## src/rtl/joy_db15_pkg.sv

```systemverilog
// Shared constants for the DB15 serial joystick link, used by both the
// device-side responder and the host-side reader.
package joy_db15_pkg;

    localparam int FRAME_BITS = 32;
    localparam int WORD_BITS  = FRAME_BITS / 2;

    // Button bit positions within one 16-bit player word (LS FEDCBAUDLR).
    localparam int DB15_R  = 0;
    localparam int DB15_LF = 1;
    localparam int DB15_DN = 2;
    localparam int DB15_UP = 3;
    localparam int DB15_A  = 4;
    localparam int DB15_B  = 5;
    localparam int DB15_C  = 6;
    localparam int DB15_D  = 7;
    localparam int DB15_E  = 8;
    localparam int DB15_F  = 9;
    localparam int DB15_S  = 10;
    localparam int DB15_L  = 11;

    typedef enum logic [1:0] {
        IDLE     = 2'd0,
        LOADING  = 2'd1,
        SHIFTING = 2'd2,
        DONE     = 2'd3
    } joy_state_e;

endpackage

```

## src/rtl/joy_db15_tx_if.sv

```systemverilog
// Parallel joystick words, host strobes and serial/status outputs of the
// DB15 responder; master is the side that drives the words and strobes.
interface joy_db15_tx_if;
    import joy_db15_pkg::*;

    logic [WORD_BITS-1:0] joystick1;
    logic [WORD_BITS-1:0] joystick2;
    logic                 joy_clk_in;
    logic                 joy_load_in;
    logic                 joy_data_out;
    logic                 frame_done;
    logic                 link_active;
    logic [5:0]           bit_count;

    modport master (
        output joystick1, joystick2, joy_clk_in, joy_load_in,
        input  joy_data_out, frame_done, link_active, bit_count
    );

    modport slave (
        input  joystick1, joystick2, joy_clk_in, joy_load_in,
        output joy_data_out, frame_done, link_active, bit_count
    );

endinterface

```

## src/rtl/joy_db15_tx_sync_edge.sv

```systemverilog
// N-stage synchroniser with a history flop for single-cycle rise/fall pulses.
// Flops idle high so a released line produces no spurious edge out of reset.
module sync_edge #(
    parameter int STAGES = 2
) (
    input  logic clk,
    input  logic reset,
    input  logic d,
    output logic q,
    output logic rise,
    output logic fall
);

    logic [STAGES-1:0] chain;
    logic              hist;

    always_ff @(posedge clk) begin
        if (reset) begin
            chain <= '1;
            hist  <= 1'b1;
        end else begin
            chain <= {chain[STAGES-2:0], d};
            hist  <= chain[STAGES-1];
        end
    end

    assign q    = chain[STAGES-1];
    assign rise = q & ~hist;
    assign fall = ~q & hist;

endmodule

```

## src/rtl/joy_db15_tx.sv

```systemverilog
// Device-side DB15 responder: emulates the 74HC165 chain polled by a host
// through load/clock strobes sampled in the system clock domain.
//
// state    | meaning
// ---------+---------------------------------------------
// IDLE     | no load seen yet, or watchdog expired
// LOADING  | host load held low, sr tracking the inputs
// SHIFTING | load released, fewer than 32 bits shifted
// DONE     | full frame shifted, output released high
module joy_db15_tx
    import joy_db15_pkg::*;
#(
    parameter int          SYNC_STAGES = 2,
    parameter logic [23:0] TIMEOUT     = 24'd4_800_000
) (
    input  logic          clk,
    input  logic          reset,
    joy_db15_tx_if.slave  jif
);

    localparam logic [1:0] S_IDLE     = IDLE;
    localparam logic [1:0] S_LOADING  = LOADING;
    localparam logic [1:0] S_SHIFTING = SHIFTING;
    localparam logic [1:0] S_DONE     = DONE;

    logic                  clk_q;
    logic                  clk_rise;
    logic                  clk_fall_unused;
    logic                  ld_q;
    logic                  ld_rise;
    logic                  ld_fall;
    logic [FRAME_BITS-1:0] sr;
    logic [5:0]            bit_count;
    logic                  frame_done;
    logic [23:0]           wdog;
    logic                  expired;
    logic [1:0]            state;
    logic [1:0]            state_nxt;

    sync_edge #(.STAGES(SYNC_STAGES)) u_sync_clk (
        .clk   (clk),
        .reset (reset),
        .d     (jif.joy_clk_in),
        .q     (clk_q),
        .rise  (clk_rise),
        .fall  (clk_fall_unused)
    );

    sync_edge #(.STAGES(SYNC_STAGES)) u_sync_load (
        .clk   (clk),
        .reset (reset),
        .d     (jif.joy_load_in),
        .q     (ld_q),
        .rise  (ld_rise),
        .fall  (ld_fall)
    );

    assign expired = (wdog == TIMEOUT);

    // Load is level-sensitive and beats a coincident clock edge.
    always_ff @(posedge clk) begin
        if (reset) begin
            sr         <= '0;
            bit_count  <= '0;
            frame_done <= 1'b0;
            wdog       <= TIMEOUT;
            state      <= S_IDLE;
        end else begin
            frame_done <= 1'b0;
            if (!ld_q) begin
                sr        <= {jif.joystick2, jif.joystick1};
                bit_count <= '0;
            end else if (clk_rise) begin
                sr         <= {1'b0, sr[FRAME_BITS-1:1]};
                frame_done <= (bit_count == 6'(FRAME_BITS - 1));
                if (bit_count != 6'd63)
                    bit_count <= bit_count + 6'd1;
            end
            if (ld_fall)
                wdog <= '0;
            else if (!expired)
                wdog <= wdog + 24'd1;
            state <= state_nxt;
        end
    end

    always_comb begin
        state_nxt = state;
        if (!ld_q)
            state_nxt = S_LOADING;
        else if (expired)
            state_nxt = S_IDLE;
        else begin
            case (state)
                S_LOADING:  if (ld_rise) state_nxt = S_SHIFTING;
                S_SHIFTING: if (bit_count >= 6'(FRAME_BITS)) state_nxt = S_DONE;
                default:    state_nxt = state;
            endcase
        end
    end

    assign jif.joy_data_out = ~sr[0];
    assign jif.frame_done   = frame_done;
    assign jif.link_active  = (wdog < TIMEOUT);
    assign jif.bit_count    = bit_count;

endmodule

```

## src/flat_wrapper.sv

```systemverilog
// flat-port wrapper written by rule: the top's interface ports become plain ports
module joy_db15_tx_flat import joy_db15_pkg::*;
#(
    parameter int          SYNC_STAGES = 2,
    parameter logic [23:0] TIMEOUT     = 24'd4_800_000
)
  (clk, reset, jif_joystick1, jif_joystick2, jif_joy_clk_in, jif_joy_load_in, jif_joy_data_out, jif_frame_done, jif_link_active, jif_bit_count);
  joy_db15_tx_if jif_i ();
  input  logic clk;
  input  logic reset;
  input wire logic [$bits(jif_i.joystick1)-1:0] jif_joystick1;
  input wire logic [$bits(jif_i.joystick2)-1:0] jif_joystick2;
  input wire logic [$bits(jif_i.joy_clk_in)-1:0] jif_joy_clk_in;
  input wire logic [$bits(jif_i.joy_load_in)-1:0] jif_joy_load_in;
  output wire logic [$bits(jif_i.joy_data_out)-1:0] jif_joy_data_out;
  output wire logic [$bits(jif_i.frame_done)-1:0] jif_frame_done;
  output wire logic [$bits(jif_i.link_active)-1:0] jif_link_active;
  output wire logic [$bits(jif_i.bit_count)-1:0] jif_bit_count;
  assign jif_i.joystick1 = jif_joystick1;
  assign jif_i.joystick2 = jif_joystick2;
  assign jif_i.joy_clk_in = jif_joy_clk_in;
  assign jif_i.joy_load_in = jif_joy_load_in;
  assign jif_joy_data_out = jif_i.joy_data_out;
  assign jif_frame_done = jif_i.frame_done;
  assign jif_link_active = jif_i.link_active;
  assign jif_bit_count = jif_i.bit_count;
  joy_db15_tx #(.SYNC_STAGES(SYNC_STAGES), .TIMEOUT(TIMEOUT)) u_core (.clk(clk), .reset(reset), .jif(jif_i));
endmodule
```

## config.mk

```make
export PLATFORM = sky130hd
export DESIGN_NAME = joy_db15_tx_flat
export DESIGN_NICKNAME = d
export VERILOG_FILES = /design/src/rtl/joy_db15_pkg.sv /design/src/rtl/joy_db15_tx_if.sv /design/src/rtl/joy_db15_tx_sync_edge.sv /design/src/rtl/joy_db15_tx.sv /design/src/flat_wrapper.sv
export SDC_FILE = /design/constraint.sdc
export NUM_CORES = 1
export LEC_CHECK = 0
export ABC_CLOCK_PERIOD_IN_PS = 1900
export BUFFER_PORTS_ARGS = -buffer_cell sky130_fd_sc_hd__buf_2
export CAP_MARGIN = 10
export CORE_MARGIN = 2
export CORE_UTILIZATION = 45
export CTS_CLUSTER_SIZE = 28
export DETAILED_ROUTE_END_ITERATION = 6
export GPL_TIMING_DRIVEN = 0
export PLACE_DENSITY = 0.7
export SLEW_MARGIN = 20
export SYNTH_ARGS = -nofsm -noshare
export SYNTH_HDL_FRONTEND = slang
export SYNTH_SLANG_ARGS = --single-unit
```

## constraint.sdc

```tcl
create_clock -name clk -period 1.9 [get_ports clk]
set_input_delay 0.19 -clock clk [delete_from_list [all_inputs] [get_ports clk]]
set_output_delay 0.19 -clock clk [all_outputs]
set_load 0.05 [all_outputs]
```

==> results_dict.tcl, run 1 <==
set metrics [dict create \
    core.rowCount 30 \
    synth_compound_area_share_pct 16.4 \
    drv_cap 0 \
    max_freq_ghz 0.560 \
    first_pass_iters 5 \
    yosys_most_used_dff "dfxtp_1" \
    synthAdderAreaFrac_pct 1.19 \
    slew_viol_final 0 \
    worst_skew_pair.late_latency_ps 340 \
    ios 45 \
    drt-wirelength-per-cell_um 12.9 \
    antenna_found_initial 0 \
    timing.final.crit_share_pct 94.0 \
    synthSimpleGateAreaFrac_pct 29.1 \
    nets 472 \
    yosysUniqueCellTypes 45 \
    setup_viol 0 \
    path_class "register to output port" \
    worst_hold_path_type "input pin to register" \
    grt_first_pass_wirelength_mm 11.8 \
    status "completed" \
    post_cts_buffers 0 \
    clk_pin_slew_ps 70 \
    crit_buf_inv 1 \
    top_layer "met4" \
    num_vias 2872 \
    start_util_pct 46.3 \
    critPathCaptureType "output port" \
    drcViolationCount 0 \
    io_buffers 44 \
    grt_usage_pct 19.2 \
    root_buffer "clkbuf_8" \
    postSynthAreaPerCell_um2 8.31 \
    hold_viol 0 \
    core_area_um2 6790 \
    synth-seq-cells 69 \
    synth_nets 417 \
    power.leakage_nw 1.35 \
    syn2layout_area_growth_pct 17.6 \
    power.density_nw_per_um2 819 \
    p_total_mw 3.03 \
    place_congestion 0.801 \
    rsz0062_at_grt "false" \
    cp_slowest_cell "dfxtp_1" \
    mostFrequentLayoutCells "74 x nand2_1, 69 x dfxtp_1, 45 x buf_2" \
    route.met2.wl_mm 3.08 \
    synth_edf_count 0 \
    slew-limit-headroom_pct 69.4 \
    die_h_um 87.6 \
    syn_area_um2 3140 \
    clk_path_buf_depth 2 \
    htree_num_levels 3 \
    grt_overflow 0 \
    postSynthCellCount 378 \
    required_ps 1710 \
    crit_family "simple AND/OR/NAND/NOR gates" \
    drtIter0Drc 209 \
    antenna_left 0 \
    grt_max_degree 12 \
    period_needed_ps 1790 \
    numCtsBuffers 9 \
    dp_cells 518 \
    die_w_um 87.6 \
    final_layout_size_suffix_gt1_share_pct 17.6 \
    dieArea_um2 7670 \
    setup_tns_ps 0 \
    tightest_slew_ps 459 \
    synth_top_family_by_area "simple AND/OR/NAND/NOR gates" \
    critPathMaxFanout 8 \
    irDropWorstVdd_mv 0.620 \
    wirelength_mm 6.89 \
    synth.area.mux_share_pct 0.637 \
    clock-sinks 69 \
    finClkSkew_ps 6.33 \
    layout.cells.non_filler 534 \
    wl_met3_um 382 \
    diodes 0 \
    holdBufCountCts 0 \
    synthArstFlopShare_pct 0 \
    drt-vias-per-instance 5.38 \
    synth_xor_area_share_pct 3.90 \
    dp_hpwl_mm 4.79 \
    cts_tree "yes" \
    layout_commonest_cell "nand2_1" \
    arrival_ps 1600 \
    grt_pass1_vias 2669 \
    wl_met1_mm 3.33 \
    crit_chain "nor4_4, nand2_1, a21oi_1, a211oi_2, buf_2" \
    seq_area_frac_synth_pct 43.9 \
    cp_slowest_stage_delay_ps 390 \
    critPathLaunchType "register" \
    yosys_warnings 0 \
]
==> layer usage <==
| metal | vias to the layer above | global-route usage (%) |
|---|---|---|
| li1 | 1460 | - |
| met1 | 1331 | 25.5 |
| met2 | 74 | 30.0 |
| met3 | 7 | 5.94 |
| met4 | 0 | 6.43 |
| met5 | - | 0 |
==> where the power goes <==
group	internal, mW	leakage (nW)	switching, mW	total, mW
clock network	0.633	0.103	0.530	1.16
registers	1.51	0.563	0.0472	1.56
logic	0.128	0.684	0.178	0.306
==> cells in the mapped netlist (2+ instances only) <==
cell type / count / area [um^2]
nor4_1: 4 / 25.0
nand4_1: 9 / 56.3
o31ai_1: 4 / 30.0
nor2_1: 44 / 165
and3_1: 5 / 31.3
a311oi_1: 33 / 289
mux2i_1: 2 / 20.0
buf_6: 2 / 22.5
ha_1: 3 / 37.5
o211ai_1: 3 / 22.5
o21ai_0: 5 / 25.0
or4_1: 7 / 52.6
clkbuf_1: 22 / 82.6
xnor2_1: 8 / 70.1
nand2_1: 74 / 278
or3_1: 3 / 18.8
xor2_1: 6 / 52.6
or2_2: 6 / 37.5
and4_1: 3 / 26.3
nor3_1: 2 / 10.0
dfxtp_1: 69 / 1380
nor2b_1: 3 / 18.8
a21o_1: 5 / 37.5
a21oi_1: 10 / 50.1
nand3_1: 16 / 80.1
inv_1: 4 / 15.0
a31oi_1: 3 / 18.8
and2_1: 2 / 12.5
nand2b_1: 5 / 31.3
==> kinds of logic after synthesis <==
group	count (synthesis)
mux	2
compound gates	68
simple gates	190
fa+ha+maj	3
buf+inv	32
xor+xnor	14
flops	69
==> cell type report <==
type | instances | area, um^2
clock inverters | 5 | 50.0
repair buffers | 44 | 220
fillers | 614 | 3100
inverters | 4 | 15.0
multi-input cells | 277 | 1630
clock buffers | 11 | 141
plain buffers | 28 | 135
flip-flops and latches | 69 | 1380
well taps | 96 | 120
==> per-stage QoR <==
stage	worst slack [ps]	instance area (um^2)	util [%]	hold WS, ps
finish	114	3700	54.4	39.1
global route	24.3	3700	54.4	22.1
CTS	24.1	3680	54.2	21.1
detailed placement	159	3490	51.3	382
global placement	220	3490	51.3	391
floorplan	255	3150	-	294
==> flip-flops by register name, summed over array words and instances, names as in the netlist <==
| register | cells |
|---|---|
| u_core.jif.bit_count | 6 |
| u_core.jif.frame_done | 1 |
| u_core.sr | 32 |
| u_core.u_sync_clk.chain | 2 |
| u_core.u_sync_clk.hist | 1 |
| u_core.u_sync_load.chain | 2 |
| u_core.u_sync_load.hist | 1 |
| u_core.wdog | 24 |
==> path summary, 6_finish.rpt <==
kind	start	endpoint	slack, ps	cells past startpoint
max	u_core.wdog[17]	jif_link_active	110	5
min reg2reg	u_core.u_sync_load.chain[0]	u_core.u_sync_load.chain[1]	410	1
max reg2reg	u_core.wdog[1]	u_core.wdog[14]	180	6
min	jif_joy_load_in	u_core.u_sync_load.chain[0]	40	2
==> what timing repair did <==
item | in CTS | in global routing
endpoints found under the setup margin | 0 | 2
gates resized for setup | 0 | 4
endpoints found under the hold margin | 0 | 0
==> worst reg2reg max path, cell delays in order (launching register included) <==
cell	delay, ps
dfxtp_1	390
ha_1	250
and3_1	170
clkbuf_1	260
nand3_1	130
or3_1	320
a21oi_1	140
Note: power is estimated with default switching activity, not from simulation.
==> run 2, diff against run 1 <==
--- a/config.mk
+++ b/config.mk
@@ -14,6 +14,7 @@
 export DETAILED_ROUTE_END_ITERATION = 6
 export GPL_TIMING_DRIVEN = 0
 export PLACE_DENSITY = 0.7
+export SETUP_SLACK_MARGIN = 0.5
 export SLEW_MARGIN = 20
 export SYNTH_ARGS = -nofsm -noshare
 export SYNTH_HDL_FRONTEND = slang
==> run 2 against run 1 <==
Compared with the run above:
- clock power is 9% higher
- clock skew up 3.2 ps
- power rose by 12%
- global-route usage increased by 1.8 points
- register-to-register slack gained 90 ps
- combinational power increased by 76%
- flip-flop and latch count did not move
- critical path depth unchanged
- routed wire length grew 17%
- hold slack better by 9.7 ps
- fmax rose by 6.7%
- core utilization up 7.7 points
- largest cell class unchanged
==> results_dict.tcl, run 2 (same netlist as run 1, synthesis figures left out) <==
set metrics [dict create \
    grt_pass1_vias 2713 \
    start_util_pct 46.3 \
    arrival_ps 1480 \
    crit_family "simple AND/OR/NAND/NOR gates" \
    min_to "u_core.u_sync_clk.chain[0]" \
    numCtsBuffers 9 \
    htree_num_levels 3 \
    critPathMaxFanout 7 \
    power.leakage_nw 1.55 \
    timing.final.crit_share_pct 88.1 \
    antenna_found_initial 0 \
    setup_viol 0 \
    worstHoldStart "jif_joy_clk_in" \
    grt_usage_pct 21.1 \
    hold_depth 2 \
    power.density_nw_per_um2 801 \
    clk_pin_slew_ps 70 \
    rsz0062_at_grt "true" \
    reg_top3 "u_core.sr x32, u_core.wdog x24, u_core.jif.bit_count x6" \
    layout_commonest_cell "nand2_1" \
    first_pass_iters 4 \
    clk_path_buf_depth 2 \
    ios 45 \
    cp_slowest_cell "dfxtp_2" \
    diodes 0 \
    irDropWorstVdd_mv 0.390 \
    cts_tree "yes" \
    drtIter0Drc 180 \
    status "completed" \
    drcViolationCount 0 \
    critPathCaptureType "output port" \
    largest_reg_flops 32 \
    antenna_left 0 \
    io_buffers 44 \
    placed_cell_area_um2 3550 \
    reg2reg_depth 6 \
    rr_startpoint "u_core.wdog[16]" \
    setup_tns_ps 0 \
    dp_hpwl_mm 4.85 \
    wirelength_mm 8.03 \
    die_h_um 87.6 \
    hold_viol 0 \
    clock-sinks 69 \
    root_buffer "clkbuf_8" \
    cp_slowest_stage_delay_ps 370 \
    r2r_end "u_core.wdog[22]" \
    top_register "u_core.sr" \
    p_total_mw 3.38 \
    final_layout_size_suffix_gt1_share_pct 35.9 \
    worst_hold_path_type "input pin to register" \
    grt_first_pass_wirelength_mm 12.8 \
    core.rowCount 30 \
    dieArea_um2 7670 \
    holdBufCountCts 0 \
    period_needed_ps 1670 \
    stdcell_area_um2 4220 \
    tightest_slew_ps 490 \
    core_area_um2 6790 \
    slew_viol_final 0 \
    nets 494 \
    die_w_um 87.6 \
    crit_buf_inv 1 \
    drv_cap 0 \
    place_congestion 0.803 \
    num_vias 3055 \
    grt_max_degree 12 \
    mostFrequentLayoutCells "73 x nand2_1, 47 x dfxtp_1, 45 x buf_2" \
    required_ps 1710 \
    slew-limit-headroom_pct 67.3 \
    max_freq_ghz 0.597 \
    drt-vias-per-instance 5.49 \
    syn2layout_area_growth_pct 34.2 \
    path_class "register to output port" \
    grt_overflow 0 \
    finClkSkew_ps 9.57 \
    r2r_slack_ps 270 \
    critPathLaunchType "register" \
    crit_chain "nor4_4, nand2_1, a21oi_2, a211oi_4, buf_6" \
    worst_skew_pair.late_latency_ps 340 \
    drt-wirelength-per-cell_um 14.4 \
]
==> run 2: cell count changes in the layout (fill, tap and decap cells not counted), sizes merged <==
cell	delta
clkinvlp	+1
buf	+30
clkbuf	-6
clkinv	-3
==> run 2: layer usage <==
| layer | track usage [%] | routed length (um) | up-vias |
|---|---|---|---|
| li1 | - | - | 1518 |
| met1 | 30.1 | 3890 | 1442 |
| met2 | 30.9 | 3670 | 84 |
| met3 | 5.28 | 371 | 11 |
| met4 | 7.69 | 104 | 0 |
| met5 | 0 | 0 | - |
==> run 2: stage by stage <==
step	cells	hold slack [ps]	util, %	setup WS (ps)
floorplan	378	294	-	431
global placement	518	391	52.2	317
detailed placement	518	395	52.2	237
CTS	551	35.9	60.0	229
global route	556	32.2	62.1	139
finish	556	48.7	62.1	225
==> run 2: layout make-up <==
| class | instances | area [um^2] |
|---|---|---|
| Timing Repair Buffer | 66 | 418 |
| Buffer | 28 | 206 |
| Sequential cell | 69 | 1430 |
| Tap cell | 96 | 120 |
| Clock buffer | 13 | 169 |
| Fill cell | 581 | 2570 |
| Clock inverter | 3 | 42.5 |
| Inverter | 4 | 20.0 |
| Multi-Input combinational cell | 277 | 1810 |
==> run 2: power breakdown <==
part | internal [mW] | switching (mW)
logic | 0.275 | 0.265
clock network | 0.713 | 0.555
registers | 1.51 | 0.0616
==> run 2: what timing repair did <==
action,CTS,global route
gates resized for setup,62,52
pin swaps,14,22
cloned,1,0
endpoints found under the setup margin,54,53
setup buffers,16,5
==> run 2: worst max path at each step <==
stage	startpoint	to	slack [ps]	depth (start not counted)
4_1_cts	u_core.wdog[21]	jif_link_active	230	5
3_3_place_gp	u_core.u_sync_clk.chain[1]	u_core.sr[23]	320	5
6_report	u_core.wdog[18]	jif_link_active	230	5
2_1_floorplan	u_core.wdog[12]	jif_link_active	430	4
5_1_grt	u_core.wdog[18]	jif_link_active	140	5
3_5_place_dp	u_core.u_sync_clk.chain[1]	u_core.sr[17]	240	5
==> run 3, diff against run 2 <==
--- a/config.mk
+++ b/config.mk
@@ -8,12 +8,14 @@
 export ABC_CLOCK_PERIOD_IN_PS = 1900
 export BUFFER_PORTS_ARGS = -buffer_cell sky130_fd_sc_hd__buf_2
 export CAP_MARGIN = 10
+export CELL_PAD_IN_SITES_DETAIL_PLACEMENT = 0
+export CELL_PAD_IN_SITES_GLOBAL_PLACEMENT = 2
 export CORE_MARGIN = 2
-export CORE_UTILIZATION = 45
+export CORE_UTILIZATION = 34
 export CTS_CLUSTER_SIZE = 28
 export DETAILED_ROUTE_END_ITERATION = 6
 export GPL_TIMING_DRIVEN = 0
-export PLACE_DENSITY = 0.7
+export PLACE_DENSITY = 0.84
 export SETUP_SLACK_MARGIN = 0.5
 export SLEW_MARGIN = 20
 export SYNTH_ARGS = -nofsm -noshare
==> run 3 against run 2 <==
Compared with the run above:
- hold slack worse by 29 ps
- global-route usage down 4.6 points
- design area up 2.8%
- die area up 31%
- first-iteration DRC count down 25%
- fmax about the same
- sequential power about the same
- clock power down 5%
- non-clock buffer count up 6
- routed wire length up 1.0%
==> results_dict.tcl, run 3 (same netlist as run 1, synthesis figures left out) <==
set metrics [dict create \
    status "completed" \
    num_vias 3011 \
    stdcell_area_um2 4340 \
    irDropWorstVdd_mv 0.369 \
    slew_viol_final 0 \
    critPathMaxFanout 5 \
    power.leakage_nw 1.60 \
    placed_cell_area_um2 3560 \
    dieArea_um2 10000 \
    drt-vias-per-instance 5.22 \
    drcViolationCount 0 \
    setup_viol 0 \
    p_total_mw 3.25 \
    required_ps 1710 \
    wirelength_mm 8.12 \
    grt_overflow 0 \
    cts_tree "yes" \
    final_layout_size_suffix_gt1_share_pct 37.6 \
    critPathLaunchType "register" \
    reg2reg_depth 5 \
    core_area_um2 9110 \
    antenna_found_initial 0 \
    root_buffer "clkbuf_8" \
    mostFrequentLayoutCells "74 x nand2_1, 48 x dfxtp_1, 45 x buf_2" \
    max_freq_ghz 0.597 \
    antenna_left 0 \
    timing.final.crit_share_pct 88.1 \
    syn2layout_area_growth_pct 38.0 \
    setup_tns_ps 0 \
    io_buffers 44 \
    clk_pin_slew_ps 80 \
    diodes 0 \
    worst_skew_pair.late_latency_ps 350 \
    die_w_um 100 \
    core.rowCount 35 \
    fillers 908 \
    layout_commonest_cell "nand2_1" \
    grt_usage_pct 16.4 \
    grt_pass1_vias 2781 \
    dp_hpwl_mm 5.08 \
    htree_num_levels 3 \
    first_pass_iters 4 \
    drv_cap 0 \
    critPathCaptureType "output port" \
    reg_top3 "u_core.sr x32, u_core.wdog x24, u_core.jif.bit_count x6" \
    tightest_slew_ps 518 \
    dp_cells 533 \
    start_util_pct 34.5 \
    grt_first_pass_wirelength_mm 13.2 \
    top_register "u_core.sr" \
    slew-limit-headroom_pct 65.5 \
    drt-wirelength-per-cell_um 14.1 \
    drtIter0Drc 135 \
    ios 45 \
    rsz0062_at_grt "true" \
    place_congestion 0.795 \
    grt_max_degree 13 \
    clock-sinks 69 \
    worst_hold_path_type "input pin to register" \
    largest_reg_flops 32 \
    numCtsBuffers 9 \
    finClkSkew_ps 14.3 \
    clk_path_buf_depth 2 \
    path_class "register to output port" \
    arrival_ps 1480 \
    die_h_um 100 \
    hold_viol 0 \
    hold_ws_ps 20.1 \
    layout.cells.non_filler 577 \
    nets 500 \
    period_needed_ps 1670 \
    power.density_nw_per_um2 749 \
    hold_depth 2 \
]
-- run 3: cell types whose count changed in the layout (fill, tap and decap cells not counted), sizes merged --
cell	delta
clkbuf	-4
clkinvlp	+2
buf	+7
clkinv	+1
-- run 3: layout make-up --
class / count / area, um^2 / area share, %
plain buffers: 28 / 209 / 4.82
clock buffers: 10 / 138 / 3.17
clock inverters: 6 / 62.6 / 1.44
inverters: 4 / 15.0 / 0.346
multi-input cells: 277 / 1860 / 42.9
flip-flops and latches: 69 / 1430 / 33.0
well taps: 111 / 139 / 3.20
repair buffers: 72 / 483 / 11.1
-- run 3: per-stage QoR --
| step | setup slack (ps) | utilization (%) |
|---|---|---|
| after floorplan | 431 | - |
| final | 226 | 47.6 |
| after global placement | 259 | 39.1 |
| after global routing | 147 | 47.6 |
| after CTS | 234 | 44.4 |
| after detailed placement | 217 | 39.1 |
-- run 3: path summary, 6_finish.rpt --
kind / start / to / slack (ps)
worst max-delay path: u_core.wdog[21] / jif_link_active / 230
worst min-delay path: jif_joy_load_in / u_core.u_sync_load.chain[0] / 20
worst max register to register: u_core.wdog[18] / u_core.wdog[22] / 280
worst min register to register: u_core.u_sync_clk.chain[0] / u_core.u_sync_clk.chain[1] / 410
-- run 3: repair_timing --
action | in CTS | in global routing
hold buffers | 0 | 0
setup buffers | 16 | 11
gates cloned | 1 | 0
endpoints found under the setup margin | 55 | 55
resized for setup | 52 | 66
pin swaps | 18 | 24
-- run 3: power breakdown --
part / internal, mW / total (mW) / switching, mW
Clock: 0.637 / 1.21 / 0.575
Combinational: 0.249 / 0.478 / 0.229
Sequential: 1.51 / 1.56 / 0.0500
Total: 2.39 / 3.25 / 0.854
-- run 3: critical path, cell delays in order, from the launching register on --
cell and delay (ps):
dfxtp_2 350, nor4_4 320, nand2_1 100, a21oi_2 150
a211oi_4 50, buf_6 160
-- run 3: layer usage --
layer | vias to the layer above | routed length (um) | global-route usage, %
met5 | - | 0 | 0
met3 | 4 | 344 | 5.01
met4 | 0 | 51 | 4.74
li1 | 1527 | - | -
met1 | 1420 | 3840 | 22.0
met2 | 60 | 3880 | 25.7
